### config.mk
export PLATFORM = sky130hd
export DESIGN_NAME = match_manager_flat
export DESIGN_NICKNAME = d
export VERILOG_FILES = /design/src/rtl/game_pkg.sv /design/src/rtl/match_manager_if.sv /design/src/rtl/req_ready_tracker.sv /design/src/rtl/match_manager.sv /design/src/flat_wrapper.sv
export SDC_FILE = /design/constraint.sdc
export NUM_CORES = 1
export LEC_CHECK = 0
export CELL_PAD_IN_SITES_DETAIL_PLACEMENT = 0
export CELL_PAD_IN_SITES_GLOBAL_PLACEMENT = 1
export CORE_ASPECT_RATIO = 2
export CORE_MARGIN = 2
export CORE_UTILIZATION = 35
export DETAILED_ROUTE_END_ITERATION = 8
export GPL_TIMING_DRIVEN = 0
export HOLD_SLACK_MARGIN = 0.12
export PLACE_DENSITY_LB_ADDON = 0.1
export SETUP_SLACK_MARGIN = 0.2
export SLEW_MARGIN = 20
export SYNTH_ARGS = -nofsm -noshare
export SYNTH_HDL_FRONTEND = slang
export SYNTH_SLANG_ARGS = --single-unit
### constraint.sdc
create_clock -name clk -period 2.65 [get_ports clk]
set_input_delay 0.53 -clock clk [delete_from_list [all_inputs] [get_ports clk]]
set_output_delay 0.53 -clock clk [all_outputs]
set_load 0.05 [all_outputs]
### src/rtl/game_pkg.sv
// Shared types for the match manager slice.
//   mm_state_e : match sequencer states
//   side_e     : which side is to move
//   SCORE_W    : width of score and game counters
package game_pkg;

    localparam int SCORE_W = 4;

    typedef enum logic [2:0] {
        ST_IDLE,
        ST_CLEAR,
        ST_PRINT,
        ST_MOVE,
        ST_JUDGE,
        ST_GAME_END,
        ST_MATCH_END
    } mm_state_e;

    typedef enum logic {
        SIDE_A = 1'b0,
        SIDE_B = 1'b1
    } side_e;

endpackage

### src/rtl/match_manager_if.sv
// Handshake bundle between the match manager and its four sub-blocks
// (print, make_turn, recv, make_judge).
//   master : the manager (drives req pulses, receives ready/results/boards)
//   slave  : the sub-block side
// CELLS is the board size in bits (ROWS*COLS).
interface match_manager_if #(
    parameter int CELLS = 9
);
    logic             print_board_wr;
    logic             make_turn_req;
    logic             recv_req;
    logic             make_judge_req;
    logic             print_board_ready;
    logic             make_turn_ready;
    logic             recv_ready;
    logic             make_judge_ready;
    logic             recv_error;
    logic             end_of_game;
    logic             win_a;
    logic             win_b;
    logic [CELLS-1:0] make_turn_board_a;
    logic [CELLS-1:0] make_turn_board_b;
    logic [CELLS-1:0] recv_board_a;
    logic [CELLS-1:0] recv_board_b;

    modport master (
        output print_board_wr, make_turn_req, recv_req, make_judge_req,
        input  print_board_ready, make_turn_ready, recv_ready, make_judge_ready,
        input  recv_error, end_of_game, win_a, win_b,
        input  make_turn_board_a, make_turn_board_b, recv_board_a, recv_board_b
    );

    modport slave (
        input  print_board_wr, make_turn_req, recv_req, make_judge_req,
        output print_board_ready, make_turn_ready, recv_ready, make_judge_ready,
        output recv_error, end_of_game, win_a, win_b,
        output make_turn_board_a, make_turn_board_b, recv_board_a, recv_board_b
    );

endinterface

### src/rtl/req_ready_tracker.sv
// One req/ready handshake channel.
//   clk, reset : clock, asynchronous active-low reset
//   start      : the sequencer wants this sub-block run
//   ready      : sub-block idle
//   cancel     : drop an outstanding request without completion
//   req        : one-cycle request pulse (only while ready=1)
//   done       : completion, first ready=1 cycle after the pulse
module req_ready_tracker (
    input  logic clk,
    input  logic reset,
    input  logic start,
    input  logic ready,
    input  logic cancel,
    output logic req,
    output logic done
);

    logic busy;

    // busy suppresses further pulses until the sub-block reports idle again,
    // which also guarantees completion is at least one cycle after req
    assign req  = start & ready & ~busy;
    assign done = busy & ready;

    // Outstanding-request flag
    always_ff @(posedge clk or negedge reset) begin
        if (!reset) begin
            busy <= 1'b0;
        end else if (req) begin
            busy <= 1'b1;
        end else if (done || cancel) begin
            busy <= 1'b0;
        end
    end

endmodule

### src/rtl/match_manager.sv
// Best-of-NUM_GAMES tic-tac-toe match sequencer.
//   clk, reset        : clock, asynchronous active-low reset
//   kick_game         : level, starts a match from IDLE
//   my_target_a       : 1 = local player is side A
//   bus (master)      : req/ready handshakes, judge results, candidate boards
//   board_a/board_b   : current board
//   score_a/score_b   : games won
//   game_no           : current game index
//   match_active, match_done, abort : match status
// Optional build macro MATCH_MANAGER_TIMEOUT_EN adds a recv wait timeout of
// TIMEOUT_CYC cycles that is handled like a recv_error.
module match_manager
    import game_pkg::*;
#(
    parameter int ROWS      = 3,
    parameter int COLS      = 3,
    parameter int NUM_GAMES = 3,
    parameter int MAX_RETRY = 2
`ifdef MATCH_MANAGER_TIMEOUT_EN
    ,
    parameter int TIMEOUT_CYC = 1000000
`endif
) (
    input  logic                   clk,
    input  logic                   reset,
    input  logic                   kick_game,
    input  logic                   my_target_a,
    match_manager_if.master        bus,
    output logic [ROWS*COLS-1:0]   board_a,
    output logic [ROWS*COLS-1:0]   board_b,
    output logic [SCORE_W-1:0]     score_a,
    output logic [SCORE_W-1:0]     score_b,
    output logic [SCORE_W-1:0]     game_no,
    output logic                   match_active,
    output logic                   match_done,
    output logic                   abort
);

    localparam logic [SCORE_W-1:0] WIN_TARGET  = SCORE_W'((NUM_GAMES + 1) / 2);
    localparam logic [SCORE_W-1:0] GAMES_LIMIT = SCORE_W'(NUM_GAMES);
    localparam logic [3:0]         RETRY_LIMIT = 4'(MAX_RETRY);

    mm_state_e state, next_state;
    side_e     side_to_move;
    logic [3:0] retry;
    logic      win_a_q, win_b_q;

    logic start_print, start_turn, start_recv, start_judge;
    logic print_done, turn_done, recv_done, judge_done;
    logic recv_fin, recv_bad, recv_cancel;
    logic is_local;
    logic [3:0] retry_inc;
    logic retry_exhausted;
    logic a_won, b_won;
    logic [SCORE_W-1:0] score_a_inc, score_b_inc;
    logic match_over;

    assign is_local        = (side_to_move == (my_target_a ? SIDE_A : SIDE_B));
    assign retry_inc       = retry + 4'd1;
    assign retry_exhausted = (retry_inc > RETRY_LIMIT);
    // Both win flags set is scored as a draw
    assign a_won           = win_a_q & ~win_b_q;
    assign b_won           = win_b_q & ~win_a_q;
    assign score_a_inc     = score_a + SCORE_W'(a_won);
    assign score_b_inc     = score_b + SCORE_W'(b_won);
    assign match_over      = ((game_no + SCORE_W'(1)) == GAMES_LIMIT) ||
                             (score_a_inc == WIN_TARGET) || (score_b_inc == WIN_TARGET);

`ifdef MATCH_MANAGER_TIMEOUT_EN
    logic [31:0] to_cnt;
    logic        recv_pending;
    logic        recv_timeout;

    assign recv_timeout = recv_pending & ~recv_done & (to_cnt == 32'(TIMEOUT_CYC - 1));
    assign recv_fin     = recv_done | recv_timeout;
    assign recv_bad     = recv_timeout | bus.recv_error;
    assign recv_cancel  = recv_timeout;

    // Cycle counter for an outstanding recv; restarts with every recv_req
    always_ff @(posedge clk or negedge reset) begin
        if (!reset) begin
            to_cnt       <= 32'd0;
            recv_pending <= 1'b0;
        end else if (bus.recv_req) begin
            to_cnt       <= 32'd0;
            recv_pending <= 1'b1;
        end else if (recv_pending) begin
            if (recv_done || recv_timeout) begin
                recv_pending <= 1'b0;
            end else begin
                to_cnt <= to_cnt + 32'd1;
            end
        end
    end
`else
    assign recv_fin    = recv_done;
    assign recv_bad    = bus.recv_error;
    assign recv_cancel = 1'b0;
`endif

    req_ready_tracker u_print (
        .clk(clk), .reset(reset), .start(start_print), .ready(bus.print_board_ready),
        .cancel(1'b0), .req(bus.print_board_wr), .done(print_done)
    );
    req_ready_tracker u_turn (
        .clk(clk), .reset(reset), .start(start_turn), .ready(bus.make_turn_ready),
        .cancel(1'b0), .req(bus.make_turn_req), .done(turn_done)
    );
    req_ready_tracker u_recv (
        .clk(clk), .reset(reset), .start(start_recv), .ready(bus.recv_ready),
        .cancel(recv_cancel), .req(bus.recv_req), .done(recv_done)
    );
    req_ready_tracker u_judge (
        .clk(clk), .reset(reset), .start(start_judge), .ready(bus.make_judge_ready),
        .cancel(1'b0), .req(bus.make_judge_req), .done(judge_done)
    );

    // State register
    always_ff @(posedge clk or negedge reset) begin
        if (!reset) begin
            state <= ST_IDLE;
        end else begin
            state <= next_state;
        end
    end

    // Next state and sub-block start requests; a failed recv stays in MOVE
    // so the tracker reissues the request on the following cycle
    always_comb begin
        next_state  = state;
        start_print = 1'b0;
        start_turn  = 1'b0;
        start_recv  = 1'b0;
        start_judge = 1'b0;
        case (state)
            ST_IDLE: begin
                if (kick_game) next_state = ST_CLEAR;
            end
            ST_CLEAR: begin
                next_state = ST_PRINT;
            end
            ST_PRINT: begin
                start_print = 1'b1;
                if (print_done) next_state = ST_MOVE;
            end
            ST_MOVE: begin
                if (is_local) begin
                    start_turn = 1'b1;
                    if (turn_done) next_state = ST_JUDGE;
                end else begin
                    start_recv = 1'b1;
                    if (recv_fin) begin
                        if (!recv_bad) begin
                            next_state = ST_JUDGE;
                        end else if (retry_exhausted) begin
                            next_state = ST_MATCH_END;
                        end
                    end
                end
            end
            ST_JUDGE: begin
                start_judge = 1'b1;
                if (judge_done) next_state = bus.end_of_game ? ST_GAME_END : ST_PRINT;
            end
            ST_GAME_END: begin
                next_state = match_over ? ST_MATCH_END : ST_CLEAR;
            end
            ST_MATCH_END: begin
                if (!kick_game) next_state = ST_IDLE;
            end
            default: begin
                next_state = ST_IDLE;
            end
        endcase
    end

    // Match datapath: boards, scores, side to move, retry count and status.
    // Judge win flags are captured on completion and scored in GAME_END.
    always_ff @(posedge clk or negedge reset) begin
        if (!reset) begin
            board_a      <= '0;
            board_b      <= '0;
            score_a      <= '0;
            score_b      <= '0;
            game_no      <= '0;
            match_active <= 1'b0;
            match_done   <= 1'b0;
            abort        <= 1'b0;
            side_to_move <= SIDE_A;
            retry        <= 4'd0;
            win_a_q      <= 1'b0;
            win_b_q      <= 1'b0;
        end else begin
            case (state)
                ST_IDLE: begin
                    if (kick_game) begin
                        score_a      <= '0;
                        score_b      <= '0;
                        game_no      <= '0;
                        match_active <= 1'b1;
                        match_done   <= 1'b0;
                        abort        <= 1'b0;
                    end
                end
                ST_CLEAR: begin
                    board_a      <= '0;
                    board_b      <= '0;
                    side_to_move <= game_no[0] ? SIDE_B : SIDE_A;
                    retry        <= 4'd0;
                end
                ST_MOVE: begin
                    if (is_local) begin
                        if (turn_done) begin
                            board_a <= bus.make_turn_board_a;
                            board_b <= bus.make_turn_board_b;
                        end
                    end else if (recv_fin) begin
                        if (!recv_bad) begin
                            board_a <= bus.recv_board_a;
                            board_b <= bus.recv_board_b;
                            retry   <= 4'd0;
                        end else begin
                            retry <= retry_inc;
                            if (retry_exhausted) abort <= 1'b1;
                        end
                    end
                end
                ST_JUDGE: begin
                    if (judge_done) begin
                        if (bus.end_of_game) begin
                            win_a_q <= bus.win_a;
                            win_b_q <= bus.win_b;
                        end else begin
                            side_to_move <= (side_to_move == SIDE_A) ? SIDE_B : SIDE_A;
                        end
                    end
                end
                ST_GAME_END: begin
                    score_a <= score_a_inc;
                    score_b <= score_b_inc;
                    game_no <= game_no + SCORE_W'(1);
                end
                default: begin
                end
            endcase
            if (next_state == ST_MATCH_END && state != ST_MATCH_END) begin
                match_active <= 1'b0;
                match_done   <= 1'b1;
            end
        end
    end

endmodule

### src/flat_wrapper.sv
// flat-port wrapper written by rule: the top's interface ports become plain ports
module match_manager_flat import game_pkg::*;
#(
    parameter int ROWS      = 3,
    parameter int COLS      = 3,
    parameter int NUM_GAMES = 3,
    parameter int MAX_RETRY = 2

)
  (clk, reset, kick_game, my_target_a, board_a, board_b, score_a, score_b, game_no, match_active, match_done, abort, bus_print_board_wr, bus_make_turn_req, bus_recv_req, bus_make_judge_req, bus_print_board_ready, bus_make_turn_ready, bus_recv_ready, bus_make_judge_ready, bus_recv_error, bus_end_of_game, bus_win_a, bus_win_b, bus_make_turn_board_a, bus_make_turn_board_b, bus_recv_board_a, bus_recv_board_b);
  match_manager_if #(.CELLS((9))) bus_i ();
  input  logic clk;
  input  logic reset;
  input  logic kick_game;
  input  logic my_target_a;
  output logic [ROWS*COLS-1:0] board_a;
  output logic [ROWS*COLS-1:0] board_b;
  output logic [SCORE_W-1:0] score_a;
  output logic [SCORE_W-1:0] score_b;
  output logic [SCORE_W-1:0] game_no;
  output logic match_active;
  output logic match_done;
  output logic abort;
  output wire logic [$bits(bus_i.print_board_wr)-1:0] bus_print_board_wr;
  output wire logic [$bits(bus_i.make_turn_req)-1:0] bus_make_turn_req;
  output wire logic [$bits(bus_i.recv_req)-1:0] bus_recv_req;
  output wire logic [$bits(bus_i.make_judge_req)-1:0] bus_make_judge_req;
  input wire logic [$bits(bus_i.print_board_ready)-1:0] bus_print_board_ready;
  input wire logic [$bits(bus_i.make_turn_ready)-1:0] bus_make_turn_ready;
  input wire logic [$bits(bus_i.recv_ready)-1:0] bus_recv_ready;
  input wire logic [$bits(bus_i.make_judge_ready)-1:0] bus_make_judge_ready;
  input wire logic [$bits(bus_i.recv_error)-1:0] bus_recv_error;
  input wire logic [$bits(bus_i.end_of_game)-1:0] bus_end_of_game;
  input wire logic [$bits(bus_i.win_a)-1:0] bus_win_a;
  input wire logic [$bits(bus_i.win_b)-1:0] bus_win_b;
  input wire logic [$bits(bus_i.make_turn_board_a)-1:0] bus_make_turn_board_a;
  input wire logic [$bits(bus_i.make_turn_board_b)-1:0] bus_make_turn_board_b;
  input wire logic [$bits(bus_i.recv_board_a)-1:0] bus_recv_board_a;
  input wire logic [$bits(bus_i.recv_board_b)-1:0] bus_recv_board_b;
  assign bus_print_board_wr = bus_i.print_board_wr;
  assign bus_make_turn_req = bus_i.make_turn_req;
  assign bus_recv_req = bus_i.recv_req;
  assign bus_make_judge_req = bus_i.make_judge_req;
  assign bus_i.print_board_ready = bus_print_board_ready;
  assign bus_i.make_turn_ready = bus_make_turn_ready;
  assign bus_i.recv_ready = bus_recv_ready;
  assign bus_i.make_judge_ready = bus_make_judge_ready;
  assign bus_i.recv_error = bus_recv_error;
  assign bus_i.end_of_game = bus_end_of_game;
  assign bus_i.win_a = bus_win_a;
  assign bus_i.win_b = bus_win_b;
  assign bus_i.make_turn_board_a = bus_make_turn_board_a;
  assign bus_i.make_turn_board_b = bus_make_turn_board_b;
  assign bus_i.recv_board_a = bus_recv_board_a;
  assign bus_i.recv_board_b = bus_recv_board_b;
  match_manager #(.ROWS(ROWS), .COLS(COLS), .NUM_GAMES(NUM_GAMES), .MAX_RETRY(MAX_RETRY)) u_core (.clk(clk), .reset(reset), .kick_game(kick_game), .my_target_a(my_target_a), .bus(bus_i), .board_a(board_a), .board_b(board_b), .score_a(score_a), .score_b(score_b), .game_no(game_no), .match_active(match_active), .match_done(match_done), .abort(abort));
endmodule
Word-level counts from Yosys, hierarchy flattened
Cells that the tools add are included.

cells by class
  add/subtract/negate cells = 4
  order comparisons = 1
  equal/unequal tests = 22
  muxes and demuxes = 61
  bitwise logic cells = 20
  reductions and logical operators = 21

operators with widths
  kind                 number
  $mux 9               8
  $pmux 9 s2           2
  $mux 3               11
  $pmux 4 s2           4
  $mux 1               29
  $pmux 3 s7           1
  $reduce_bool 2->1    10
  $mux 4               4
  $and 1x1->1          14
  $eq 3x3->1 const B   4
  $eq 4x2->1 const B   3
  $reduce_and 3->1     3
  $add 4x1->4          2
  $add 4x1->4 const B  2
  $ne 2x2->1 const B   4
  $eq 3x2->1 const B   2
  $ne 2x1->1 const B   3
  $ne 3x2->1 const B   2
  $not 1->1            6
  $reduce_and 6->1     1
  $gt 4x2->1 const B   1
  $pmux 1 s2           2
  $reduce_and 2->1     2
  $reduce_and 4->1     1
  other kinds (7)      8

storage, ports and cells
  register bits = 47
  bits of input ports = 48
  output and inout bits = 37
  word-level logic and storage cells = 146

Logic depth before layout (Yosys ltp)
Gate-level depths: netlist of the first run.

  word-level depth = 12
  mapped depth = 9
  depth with buffers taken out = 9

Modules after synthesis
A second synthesis of the first run with hierarchy kept.

unflattened totals
  cells, all modules = 263
  area, all modules = 2573.7 um^2

by module, submodules not included
  module             instances  cells each  area an instance (um^2)  sequential area each (um^2)
  match_manager      1          239         2338.5                   1076.0
  req_ready_tracker  4          6           58.8                     25.0

Worst setup path before layout of the first run
No wires, ideal clock.

  kind = flip-flop to output port
  start = register u_core.state[2]
  end = output port bus_make_turn_req
  data arrival time = 2.592 ns
  required time = 2.120 ns
  setup slack = -0.472 ns
  cell stages (with the launch flop) = 5
  buffers on the path = 2
  path through = dfrtp_1 -> clkbuf_1 -> or2_2 -> buf_2 -> nor4_1

on the way
  cells in the longest elaborated chain, start to end = 4

ends and longest elaborated chain
  element                    RTL line                 RTL
  start, declared            match_manager.sv:43      mm_state_e state, next_state;
  start signal, assigned     match_manager.sv:123     state <= next_state;
  $eq 3x2->1                 match_manager.sv:135     case (state)
  $mux 1                     match_manager.sv:135
  $and 1x1->1 (2 in series)  req_ready_tracker.sv:22  assign req = start & ready & ~busy;
  end, declared              flat_wrapper.sv:25       output wire logic [$bits(bus_i.make_turn_req)-1:0] bus_make_turn_req;

Every way passes these cells.

Worst setup path in the final report of the first run
  start = register u_core.state[2]
  end = output port bus_recv_req

on the way
  cells in the longest elaborated chain, start to end = 4

ends and longest elaborated chain
  element                    RTL line                 RTL
  $eq 3x2->1                 match_manager.sv:135
  $mux 1                     match_manager.sv:135
  $and 1x1->1 (2 in series)  req_ready_tracker.sv:22
  end, declared              flat_wrapper.sv:26       output wire logic [$bits(bus_i.recv_req)-1:0] bus_recv_req;

Every way passes these cells.

==> reports/qor.csv, run 1 <==
stage,metric,value,unit
clock_network,postCtsHoldBufs,0,
clock_network,cts.clk_slew.worst_paths,0.06,ns
sta,slew_violations,0,
yosys,synthArstFlopShare,100.0,%
setup_path,ff2ff_path_depth,9,
yosys,synth_ff_type,dfrtp_1,
route,drtIter0Drc,105,
route,ant_nets,0,
placed_design,dpl-instance-area,0.003598,mm²
route,vias,2292,
pwr,power,3722,µW
placed_design,gp_congestion,0.8324,
clock_network,h-tree-depth,2,
setup_path,timing.rr.start,u_core.win_b_q,
yosys,ys_seq_area_share,44.78,%
floorplanning,initial_core_util,36.14,%
pwr,peakVddDrop,0.4978,mV
setup_path,crit_required,2.12,ns
clock_network,tritoncts,yes,
route,drc,0,
sta,finalSetupViolations,0,
floorplanning,fp.dieH,126.5,µm
placed_design,io_buffers,84,
placed_design,pre_cts_slack,-0.3713,ns
yosys,synth_cell_types,44,
sta,fin_crit_sh,89.73,%
setup_path,cp-start-kind,register,
grt,grt_pass1_wl,11170,µm
grt,track_usage,17.48,%
sta,worstMarginPinSlew,0.6913,ns
floorplanning,rows,44,
yosys,synth_top_area_share,44.78,%
grt,grt_max_degree,48,
final_layout,drive_above_1_share,14.04,%
route,drt-vias-per-instance,5.116,
floorplanning,coreArea,0.007267,mm²
yosys,syn-num-nets,319,
sta,skew,0.005175,ns
placed_design,dpl.hpwl,5242,µm
yosys,synth_edf_count,0,
final_layout,n_antenna_cell,0,
route,wl,6932,µm
sta,final-hold-violation-count,0,
final_layout,nNetsFinal,411,
yosys,yosys.area.top_type,dfrtp_1,
floorplanning,ios,85,
sta,max_freq,420.6,MHz
yosys,yosys_register_bits,47,
yosys,avgSynthCellArea,9.986,µm²
status,outcome,completed,
route,wl_per_cell,15.47,µm
final_layout,stdcell_area,0.003785,mm²
floorplanning,die-area,0.008254,mm²
floorplanning,die_x,65.25,µm
yosys,synthCells,263,
flow_run,maxCapViolations,0,
grt,grt_overflow,0,
yosys,yosys-top-cells-area,"dfrtp_1 (45%), mux2i_1 (6.9%), nand2_1 (5.9%)",
pwr,powerDensity,983.4,mW/mm²
clock_network,cts_made_buffers,5,
sta,fin_tns_setup,0,ns
yosys,syn_area,0.002626,mm²
clock_network,clkSinkCount,47,
setup_path,critPathMaxFanout,10,
setup_path,crit_arrival,1.85,ns
setup_path,crit_type,reg2out,
pwr,p_leak,0.001673,µW
final_layout,num-fill-cells,715,
sta,fin_crit,2.378,ns
clock_network,clock_path_buffers,2,
sta,rsz0062_at_grt,false,
sta,finalWorstSetupSlack,0.2722,ns
final_layout,syn2layout_area_growth,44.12,%
clock_network,clockRootBuffer,clkbuf_16,
yosys,yosys_warnings,0,
worst_hold_path,hp-class,in2async,
final_layout,utilization,52.08,%
setup_path,crit_path_end_kind,primary output,
grt,grt_pass1_vias,2281,
setup_path,startpoint,u_core.state[2],
sta,max-slew-margin-rel,53.92,%
route,first_pass_iters,4,
clock_network,insertion_delay,0.29,ns
grt,grt_antenna_before_repair,0,
[cell usage in the layout (no fill, tap or decap), drive strengths merged, types with 3 or more instances in the layout]
master	synthesis	final
dfrtp	47	47
nor2	14	14
buf	10	15
clkbuf	3	9
inv	8	8
nand2	41	41
a21o	5	5
a21oi	5	5
mux2	3	3
a31oi	3	3
nand3	7	7
o31ai	20	20
nor4	3	3
o21ai	22	22
nor3	6	6
or2	3	3
a22o	5	5
nand2b	5	5
ha	8	8
xor2	6	6
mux2i	18	18
clkdlybuf4s50	0	79
[cells in the mapped netlist, types with 2 or more instances]
library cell  instances
a21o_1                5
a21oi_1               5
a22o_1                5
a31oi_1               3
and3_1                2
buf_2                 6
buf_6                 4
clkbuf_1              2
dfrtp_1              47
ha_1                  8
inv_1                 8
mux2_2                3
mux2i_1              18
nand2_1              41
nand2b_1              5
nand3_1               7
nor2_1               13
nor2b_1               2
nor3_1                6
nor3b_1               2
nor4_1                3
o21ai_0              19
o21ai_1               3
o31ai_1               8
o31ai_2              12
or2_2                 3
xor2_1                6
[per-layer routing]
layer / routed length, µm / track usage [%] / vias up / part of all wire [%]
met3: 225 / 3.014 / 6 / 3.2
met5: 0 / 0 / - / 0
met4: 114 / 5.882 / 0 / 1.6
met2: 4027 / 32.65 / 49 / 58
met1: 2565 / 19.28 / 1111 / 37
li1: - / - / 1126 / -
[state kept, by name, indices dropped and copies added, names as in the netlist, 3 cells and up]
signal and count:
u_core.score_a 4, u_core.board_a 9, u_core.board_b 9, u_core.game_no 4
u_core.state 3, u_core.score_b 4, u_core.retry 4
[where the power goes]
part           internal, µW  switching, µW
sequential              917            189
clock                   349            272
combinational           744           1250
total                  2010           1710
[cells by family (layout without fill, tap and decap cells)]
logic type               count (synthesis)  in the layout  synth area share (%)
AND/OR/NAND/NOR                         90             90                 16.20
AO/OA/AOI/OAI                           69             69                 20.15
flip-flops                              47             47                 44.78
multiplexers                            21             21                 8.147
buffers and inverters                   21            114                 4.574
adder cells (fa/ha/maj)                  8              8                 3.811
XOR/XNOR                                 7              7                 2.334
[final timing paths]
path | endpoint | slack [ns]
max | bus_recv_req | 0.27
min | u_core.game_no[2] | 0.26
max reg2reg | u_core.match_done | 0.42
min reg2reg | u_core.board_b[6] | 0.48
max in group asynchronous | u_core.board_a[4] | 1.96
min in group clk | u_core.board_b[6] | 0.48
[metrics by stage]
step / hold slack (ns) / cells
after floorplan: 0.2344 / 263
after global placement: 0.4610 / 439
after detailed placement: 0.4709 / 439
after CTS: 0.2835 / 447
after global routing: 0.3137 / 448
final: 0.2590 / 448
[timing repair]
item	4_1_cts	5_1_grt
gates resized for setup	25	10
buffers inserted	0	1
endpoints found under the setup margin	4	7
pin swaps	0	1
[area by class of cell]
cell class	instances	area [µm²]	share of cell area, %
clock buffer	6	128.9	3.405
timing repair buffer	85	839.6	22.18
buffer	13	110.1	2.909
multi-input combinational	195	1373	36.26
tap	92	115.1	3.041
sequential	47	1176	31.07
inverter	8	30.03	0.7934
clock inverter	2	12.51	0.3306
[worst max-delay path, stage by stage (launching register included)]
cell     delay [ns]
dfrtp_1        0.44
buf_6          0.17
or2_2          0.33
buf_6          0.17
nor4_4         0.25
buf_6          0.20
(Power assumes the default switching activity.)
==> run 2, diff against run 1 <==
- CAP_MARGIN: default -> 10
==> results of run 2 <==
No change in the layout: final DEF, timing and power equal those of run 1.
